===== config.mk =====
export PLATFORM = sky130hd
export DESIGN_NAME = alu_seq
export DESIGN_NICKNAME = d
export VERILOG_FILES = /design/src/rtl/alu_pkg.sv /design/src/rtl/alu_shift_unit.sv /design/src/rtl/alu_seq.sv
export SDC_FILE = /design/constraint.sdc
export NUM_CORES = 1
export LEC_CHECK = 0
export CORE_UTILIZATION = 56
export DETAILED_ROUTE_END_ITERATION = 6
export GPL_ROUTABILITY_DRIVEN = 0
export HOLD_SLACK_MARGIN = 0.03
export PLACE_DENSITY = 0.81
export SLEW_MARGIN = 10
export SYNTH_ARGS = -nofsm -noshare
export SYNTH_HDL_FRONTEND = slang
export SYNTH_SLANG_ARGS = --single-unit

===== constraint.sdc =====
create_clock -name i_clk -period 2.9 [get_ports i_clk]
set_input_delay 0.58 -clock i_clk [delete_from_list [all_inputs] [get_ports i_clk]]
set_output_delay 0.58 -clock i_clk [all_outputs]
set_load 0.01 [all_outputs]

===== src/rtl/alu_pkg.sv =====
// +----------------------------------------------------------------------+
// | alu_pkg : opcodes and FSM state encoding shared by the sequential ALU |
// | rev 1.0                                                              |
// +----------------------------------------------------------------------+
`default_nettype none

package alu_pkg;

   localparam logic [5:0] OP_SLL = 6'b000000;
   localparam logic [5:0] OP_SRL = 6'b000010;
   localparam logic [5:0] OP_SRA = 6'b000011;
   localparam logic [5:0] OP_ADD = 6'b100000;
   localparam logic [5:0] OP_SUB = 6'b100010;
   localparam logic [5:0] OP_AND = 6'b100100;
   localparam logic [5:0] OP_OR  = 6'b100101;
   localparam logic [5:0] OP_XOR = 6'b100110;
   localparam logic [5:0] OP_NOR = 6'b100111;

   typedef enum logic [1:0] {
      ST_IDLE = 2'd0,
      ST_EXEC = 2'd1,
      ST_DONE = 2'd2
   } state_t;

endpackage

`default_nettype wire


===== src/rtl/alu_shift_unit.sv =====
// +----------------------------------------------------------------------+
// | alu_shift_unit : iterative shifter, one bit per i_step while cnt != 0 |
// | rev 1.0                                                              |
// +----------------------------------------------------------------------+
`default_nettype none

module alu_shift_unit #(
   parameter int NB_DATA  = 8,
   parameter int NB_SHAMT = 3
) (
   input  logic                i_clk,
   input  logic                i_reset,
   input  logic                i_load,
   input  logic [NB_DATA-1:0]  i_value,
   input  logic [NB_SHAMT-1:0] i_shamt,
   input  logic                i_step,
   input  logic                i_dir,
   input  logic                i_arith,
   output logic [NB_DATA-1:0]  o_value,
   output logic                o_bit,
   output logic                o_done
);

   logic [NB_DATA-1:0]  value_q, value_d;
   logic [NB_SHAMT-1:0] cnt_q, cnt_d;
   logic                bit_q, bit_d;

   always_comb begin
      value_d = value_q;
      cnt_d   = cnt_q;
      bit_d   = bit_q;
      if (i_load) begin
         value_d = i_value;
         cnt_d   = i_shamt;
         bit_d   = 1'b0;
      end else if (i_step && (cnt_q != '0)) begin
         cnt_d = cnt_q - NB_SHAMT'(1);
         // i_dir: 0 = left, 1 = right; i_arith keeps the sign on right shifts
         if (i_dir) begin
            bit_d   = value_q[0];
            value_d = {i_arith & value_q[NB_DATA-1], value_q[NB_DATA-1:1]};
         end else begin
            bit_d   = value_q[NB_DATA-1];
            value_d = {value_q[NB_DATA-2:0], 1'b0};
         end
      end
   end

   always_ff @(posedge i_clk) begin
      if (i_reset) begin
         value_q <= '0;
         cnt_q   <= '0;
         bit_q   <= 1'b0;
      end else begin
         value_q <= value_d;
         cnt_q   <= cnt_d;
         bit_q   <= bit_d;
      end
   end

   assign o_value = value_q;
   assign o_bit   = bit_q;
   assign o_done  = (cnt_q == '0);

endmodule

`default_nettype wire


===== src/rtl/alu_seq.sv =====
// +----------------------------------------------------------------------+
// | alu_seq : registered, handshaked ALU with iterative shifts            |
// | optional macro ALU_SIGNED_FLAGS_EN adds o_overflow / o_negative       |
// | rev 1.0                                                              |
// +----------------------------------------------------------------------+
`default_nettype none

module alu_seq
   import alu_pkg::*;
#(
   parameter int NB_DATA  = 8,
   parameter int NB_OP    = 6,
   parameter int NB_SHAMT = $clog2(NB_DATA)
) (
   input  logic               i_clk,
   input  logic               i_reset,
   input  logic [NB_DATA-1:0] i_data,
   input  logic               i_enable_1,
   input  logic               i_enable_2,
   input  logic               i_enable_3,
   input  logic               i_start,
   input  logic               i_ready,
   output logic               o_busy,
   output logic               o_valid,
   output logic [NB_DATA-1:0] o_data,
   output logic               o_carry,
   output logic               o_zero
`ifdef ALU_SIGNED_FLAGS_EN
  ,output logic               o_overflow,
   output logic               o_negative
`endif
);

   state_t             state_q, state_d;
   logic [NB_DATA-1:0] a_q, a_d, b_q, b_d, wa_q, wa_d, wb_q, wb_d;
   logic [NB_OP-1:0]   op_q, op_d, wop_q, wop_d;
   logic [NB_DATA-1:0] data_q, data_d;
   logic               carry_q, carry_d, zero_q, zero_d;
`ifdef ALU_SIGNED_FLAGS_EN
   logic               ovf_q, ovf_d, neg_q, neg_d, w_ovf;
`endif

   logic [NB_DATA-1:0] w_result, sh_value;
   logic [NB_DATA:0]   w_sum, w_diff;
   logic               w_carry, w_is_shift, sh_load, sh_step, sh_bit, sh_done;

   assign w_is_shift = (wop_q == NB_OP'(OP_SLL)) || (wop_q == NB_OP'(OP_SRL)) ||
                       (wop_q == NB_OP'(OP_SRA));

   alu_shift_unit #(.NB_DATA(NB_DATA), .NB_SHAMT(NB_SHAMT)) u_shift (
      .i_clk   (i_clk),
      .i_reset (i_reset),
      .i_load  (sh_load),
      .i_value (a_q),
      .i_shamt (b_q[NB_SHAMT-1:0]),
      .i_step  (sh_step),
      .i_dir   (wop_q != NB_OP'(OP_SLL)),
      .i_arith (wop_q == NB_OP'(OP_SRA)),
      .o_value (sh_value),
      .o_bit   (sh_bit),
      .o_done  (sh_done)
   );

   assign w_sum  = {1'b0, wa_q} + {1'b0, wb_q};
   assign w_diff = {1'b0, wa_q} - {1'b0, wb_q};

   always_comb begin
      w_result = '0;
      w_carry  = 1'b0;
      case (wop_q)
         NB_OP'(OP_ADD): {w_carry, w_result} = w_sum;
         NB_OP'(OP_SUB): begin
            w_result = w_diff[NB_DATA-1:0];
            w_carry  = ~w_diff[NB_DATA];
         end
         NB_OP'(OP_AND): w_result = wa_q & wb_q;
         NB_OP'(OP_OR):  w_result = wa_q | wb_q;
         NB_OP'(OP_XOR): w_result = wa_q ^ wb_q;
         NB_OP'(OP_NOR): w_result = ~(wa_q | wb_q);
         NB_OP'(OP_SLL), NB_OP'(OP_SRL), NB_OP'(OP_SRA): begin
            w_result = sh_value;
            w_carry  = sh_bit;
         end
         default: ;
      endcase
   end

`ifdef ALU_SIGNED_FLAGS_EN
   always_comb begin
      w_ovf = 1'b0;
      if (wop_q == NB_OP'(OP_ADD))
         w_ovf = (wa_q[NB_DATA-1] == wb_q[NB_DATA-1]) && (w_sum[NB_DATA-1] != wa_q[NB_DATA-1]);
      else if (wop_q == NB_OP'(OP_SUB))
         w_ovf = (wa_q[NB_DATA-1] != wb_q[NB_DATA-1]) && (w_diff[NB_DATA-1] != wa_q[NB_DATA-1]);
   end
`endif

   always_comb begin
      state_d = state_q;
      a_d     = a_q;
      b_d     = b_q;
      op_d    = op_q;
      wa_d    = wa_q;
      wb_d    = wb_q;
      wop_d   = wop_q;
      data_d  = data_q;
      carry_d = carry_q;
      zero_d  = zero_q;
`ifdef ALU_SIGNED_FLAGS_EN
      ovf_d   = ovf_q;
      neg_d   = neg_q;
`endif
      sh_load = 1'b0;
      sh_step = 1'b0;

      // operand registers are frozen while an op is executing
      if (state_q != ST_EXEC) begin
         if (i_enable_1)      a_d  = i_data;
         else if (i_enable_2) b_d  = i_data;
         else if (i_enable_3) op_d = i_data[NB_OP-1:0];
      end

      case (state_q)
         ST_IDLE: begin
            if (i_start) begin
               wa_d    = a_q;
               wb_d    = b_q;
               wop_d   = op_q;
               sh_load = 1'b1;
               state_d = ST_EXEC;
            end
         end
         ST_EXEC: begin
            if (w_is_shift && !sh_done) begin
               sh_step = 1'b1;
            end else begin
               data_d  = w_result;
               carry_d = w_carry;
               zero_d  = (w_result == '0);
`ifdef ALU_SIGNED_FLAGS_EN
               ovf_d   = w_ovf;
               neg_d   = w_result[NB_DATA-1];
`endif
               state_d = ST_DONE;
            end
         end
         ST_DONE: begin
            if (i_ready) state_d = ST_IDLE;
         end
         default: state_d = ST_IDLE;
      endcase
   end

   always_ff @(posedge i_clk) begin
      if (i_reset) begin
         state_q <= ST_IDLE;
         a_q     <= '0;
         b_q     <= '0;
         op_q    <= '0;
         wa_q    <= '0;
         wb_q    <= '0;
         wop_q   <= '0;
         data_q  <= '0;
         carry_q <= 1'b0;
         zero_q  <= 1'b0;
`ifdef ALU_SIGNED_FLAGS_EN
         ovf_q   <= 1'b0;
         neg_q   <= 1'b0;
`endif
      end else begin
         state_q <= state_d;
         a_q     <= a_d;
         b_q     <= b_d;
         op_q    <= op_d;
         wa_q    <= wa_d;
         wb_q    <= wb_d;
         wop_q   <= wop_d;
         data_q  <= data_d;
         carry_q <= carry_d;
         zero_q  <= zero_d;
`ifdef ALU_SIGNED_FLAGS_EN
         ovf_q   <= ovf_d;
         neg_q   <= neg_d;
`endif
      end
   end

   assign o_busy  = (state_q != ST_IDLE);
   assign o_valid = (state_q == ST_DONE);
   assign o_data  = data_q;
   assign o_carry = carry_q;
   assign o_zero  = zero_q;
`ifdef ALU_SIGNED_FLAGS_EN
   assign o_overflow = ovf_q;
   assign o_negative = neg_q;
`endif

endmodule

`default_nettype wire


# After elaboration in Yosys (flattened, before gate mapping)
# Index checks and enable logic that the tools add are counted.
# totals
reg_bits,68
elab_cells,76
# op_classes
eq_ne,14
n_reduce_logical,21
mux,16
add_sub_neg,3
n_bitwise,9
# op_table
op,n
8-bit one-hot mux with 7 select lines,1
6-bit equality test (second input constant),6
8-bit 2-to-1 mux,3
6-bit by 2-bit equality test with 1-bit output (second input constant),2
8-bit by 8-bit adder with 9-bit output,1
8-bit by 8-bit subtractor with 9-bit output,1
8-bit AND,1
8-bit zero test,1
8-bit inverter,1
8-bit OR,1
8-bit XOR,1
6-bit zero test,1
2-bit 2-to-1 mux,3
3-bit 2-to-1 mux,2
2-bit != test (second input constant),3
2-bit one-hot mux with 3 select lines,1
2-bit AND reduction,3
3-bit AND reduction,2
6-bit nonzero test,1
1-bit 2-to-1 mux,5
1-bit inverter,4
4-bit AND reduction,1
2-bit nonzero test,2
3-bit zero test,1
13 further kinds,15

# Logic depth before layout (Yosys ltp)
# logic_depth
ltp_word,9
depth_mapped,11
mapped_depth_nobuf,11

# By module
# A second synthesis with hierarchy kept.
# hier_totals
hier_cells,489
area_unflattened_um2,4036.4
# by_module_without_submodules
module,cells_per_inst,area_each_um2,instances
alu_seq,406,3273.1,1
alu_shift_unit,83,763.2,1

# Worst setup path before layout
# No wires, ideal clock.
# synth_timing
kind,register to register
from,reg wa_q[0]
to,reg zero_q (netlist: o_zero)
t_arrival_ns,2.585
stages_incl_launch_ff,12
period_less_slack_ns,2.644
n_path_buf,0
required_time_ns,2.841
slack_ns,0.256
cell_sequence,dfxtp_1 > inv_1 > ha_1 > inv_1 > fa_1 > nand2_1 > o21ai_0 > a222oi_1 > nand3_1 > or4_1 > a2111oi_1 > a31o_1
# synth_via
elab_chain_cells,4
elab_cells_between_ends,8
cone_classes,add/sub: 2; mux: 1; bitwise: 4; reduce/logical: 1
# synth_lines
element,line,text
"start, declared",alu_seq.sv:35,"logic [NB_DATA-1:0] a_q, a_d, b_q, b_d, wa_q, wa_d, wb_q, wb_d;"
"start signal, assigned",alu_seq.sv:175,wa_q <= wa_d;
branches (longest 2 deep; another with 8-bit by 8-bit subtractor with 9-bit output),--,
8-bit one-hot mux with 7 select lines *,alu_seq.sv:70,case (wop_q)
8-bit zero test *,alu_seq.sv:139,zero_d = (w_result == '0);
"end signal, assigned",alu_seq.sv:180,zero_q <= zero_d;
"end, declared",alu_seq.sv:38,"logic carry_q, carry_d, zero_q, zero_d;"
# Mark *: on every way between the ends.
# A chain may end at the register's enable or synchronous reset.

# Worst setup path in the final report
# Same ends and word-level chain as after synthesis.

==> out/qor.yml <==
sta:
  min_period_ns: 2.85
  tightest_slew_ns: 0.849
  tns_ns: 0
  finalHoldViolations: 0
  fmax_ghz: 0.351
  setup_violations: 0
  skew_ns: 0.00990
  slew_headroom_pct: 43.4
  final-max-slew-violation-count: 0
  post-route-period-util_pct: 98.3
critical_path:
  startpoint_type: "register"
  max_stage_delay_ns: 0.53
  crit_end: "o_zero"
  worst_ep_required_time_ns: 3.20
  slowest_stage: "or4_4"
  reg2reg_to: "o_zero"
  path_buf_inv: 2
  critical_path_peak_fanout: 3
  worstRegToRegCells: 11
  cp_top_family: "compound AO/OA/AOI/OAI gates"
  ff2ff_setup_slack_ns: 0.05
  arrival_ns: 3.15
  crit_path_start: "wa_q[0]"
  path_cells: "inv_2, ha_2, inv_1, fa_2, nand2_1, o21ai_0, a222oi_1, nand3_1, or4_4, a2111oi_2, a31o_1"
  crit_cells: 11
  criticalPathCategory: "reg -> reg"
  r2r_start: "wa_q[0]"
  cp-end-kind: "register"
finish:
  syn_to_final_growth_pct: 14.7
  diodes: 0
  final_layout_size_suffix_gt1_share_pct: 9.13
  fin_cells: 581
  layout.nets: 543
cts:
  cts_sinks: 68
  cts-htree-levels: 3
  cts_buffer_depth: 2
  cts-root-buf: "clkbuf_8"
  clk_pin_slew_ns: 0.07
  cts_hold_buf: 0
  insertion_delay_ns: 0.36
  cts_made_buffers: 9
  tritoncts: "built"
synthesis:
  synthArstFlopShare_pct: 0
  yosysMostFrequentCell: "nand2_1"
  syn-instance-count: 472
  synth_edf_count: 0
  ys_dominant_reg_cell: "dfxtp_1"
  yosysUniqueCellTypes: 54
  ys.warnings.count: 0
  post_synth.cell_area_avg_um2: 8.11
  synth_top_area_share_pct: 35.6
  syn_nets: 516
  synth-seq-cells: 68
  synth.area.top_cells: "dfxtp_1 (36%), ha_1 (8.8%), nand2_1 (7.7%)"
  synth_area_mm2: 0.00383
  seq_area_frac_synth_pct: 35.6
  synth_common_cells: "nand2_1 (79), dfxtp_1 (68), a21oi_1 (54)"
  synth_top_area_cell: "dfxtp_1"
drt:
  ant_nets: 0
  finalWirelength_um: 9480
  dr_total_vias: 3447
  vias_per_cell: 5.93
  wl_per_cell_um: 16.3
  drt_iter0_drc: 314
  dr.pass1.iters: 6
  drc: 0
die:
  fp.dieH_um: 84.7
  ios: 27
  die_area_mm2: 0.00717
  core_mm2: 0.00646
  start_util_pct: 59.3
  die_x_um: 84.7
  row_count: 29
global_route:
  antenna_found_initial: 0
  grt_use_met3_pct: 5.90
  use_met2_pct: 44.1
  grt_overflow_total: 0
  grt_pass1_vias: 3319
  grt_pass1_wl_um: 15800
  grt_start_max_net_pins: 69
  met1_usage_pct: 37.9
  grt.busiest_layer: "met2"
  gr-usage-all-layers_pct: 28.1
power:
  peakVddDrop_uv: 467
  p_per_area_mw_per_mm2: 464
  p_leak_nw: 1.61
  report.power.total_mw: 2.04
run_status:
  outcome: "completed"
hold_path:
  hold_path.class: "reg -> reg"
  holdPathStages: 2
place:
  placedCellCount: 562
  portBuffers: 26
  dp_hpwl_um: 6720
job:
  maxCapViolCount: 0
==> routing by layer <==
metal,part of all wire [%],vias up
met2,47,141
met5,0,-
li1,-,1690
met3,6.0,18
met1,45,1598
met4,1.8,0
==> final cells by class <==
class,count,area [um^2]
Clock buffer,11,141
Sequential cell,68,1360
Fill cell,522,2070
Timing Repair Buffer,44,390
Clock inverter,5,36.3
Multi-Input combinational cell,346,2250
Tap cell,77,96.3
Inverter,30,113
==> worst min-delay path, delay by kind of cell (launching register included) <==
family             cells  cell delay, ns
AOI/OAI and AO/OA      1            0.05
DFF                    1            0.31
and+or+nand+nor        1            0.05
==> stage by stage <==
stage	cell area, um^2	utilization, %	hold WS, ns	worst slack [ns]
5_1_grt	4390	68.0	0.474	-0.0936
3_3_place_gp	4170	64.5	0.438	0.135
6_report	4390	68.0	0.456	0.0500
2_1_floorplan	3830	-	0.431	0.256
3_5_place_dp	4170	64.5	0.447	-0.0264
4_1_cts	4350	67.4	0.458	0.0126
==> state kept, by name (all words and copies together) (netlist names) <==
name	count
u_shift.cnt_q	3
b_q	8
state_q	2
op_q	6
o_carry	1
u_shift.o_value	8
u_shift.o_bit	1
wb_q	8
o_zero	1
wop_q	6
wa_q	8
a_q	8
o_data	8
==> logic make-up after synthesis <==
family / count (synthesis) / synth area share (%)
AND/OR/NAND/NOR: 160 / 18.5
AO/OA/AOI/OAI: 115 / 19.5
flip-flops: 68 / 35.6
buffers and inverters: 58 / 6.15
adder cells (fa/ha/maj): 29 / 9.87
multiplexers: 27 / 7.06
XOR/XNOR: 15 / 3.43
==> layout by cell type, fill, tap and decap left out, types with 2 or more instances in the layout <==
| master | Yosys | routed |
|---|---|---|
| a211oi_1 | 7 | 7 |
| a21o_1 | 2 | 2 |
| a21oi_1 | 54 | 54 |
| a222oi_1 | 2 | 2 |
| a311o_1 | 2 | 2 |
| a311oi_1 | 2 | 2 |
| a32o_1 | 4 | 4 |
| buf_4 | 1 | 18 |
| clkbuf_8 | 0 | 10 |
| clkdlybuf4s50_1 | 0 | 25 |
| clkinvlp_4 | 0 | 3 |
| dfxtp_1 | 68 | 66 |
| dfxtp_2 | 0 | 2 |
| ha_1 | 27 | 26 |
| inv_1 | 30 | 29 |
| mux2i_1 | 27 | 27 |
| nand2_1 | 79 | 79 |
| nand2b_1 | 4 | 4 |
| nand3_1 | 13 | 13 |
| nor2_1 | 39 | 39 |
| nor2b_1 | 5 | 5 |
| nor3_1 | 5 | 5 |
| nor3b_1 | 3 | 2 |
| o211ai_1 | 11 | 11 |
| o21ai_0 | 13 | 13 |
| o21bai_1 | 2 | 2 |
| or4_1 | 3 | 2 |
| xnor2_1 | 8 | 8 |
| xor2_1 | 7 | 7 |
==> how the worst min path moves through the flow <==
stage / start / endpoint / slack, ns
2_1_floorplan: b_q[3] / wb_q[3] / 0.43
3_3_place_gp: op_q[3] / wop_q[3] / 0.44
3_5_place_dp: op_q[5] / wop_q[5] / 0.45
4_1_cts: op_q[5] / wop_q[5] / 0.46
5_1_grt: op_q[1] / wop_q[1] / 0.47
6_report: a_q[4] / a_q[4] / 0.46
==> report_power, final <==
| part | switching, mW | internal, mW | total, mW |
|---|---|---|---|
| Sequential | 0.0318 | 0.975 | 1.01 |
| Clock | 0.377 | 0.335 | 0.712 |
| Combinational | 0.182 | 0.139 | 0.321 |
==> timing repair <==
item                                    CTS  global route
gates resized for setup                   0             9
pin swaps                                 1             7
setup buffers                             1             2
endpoints found under the setup margin    1             1
Note: power is estimated with default switching activity, not from simulation.
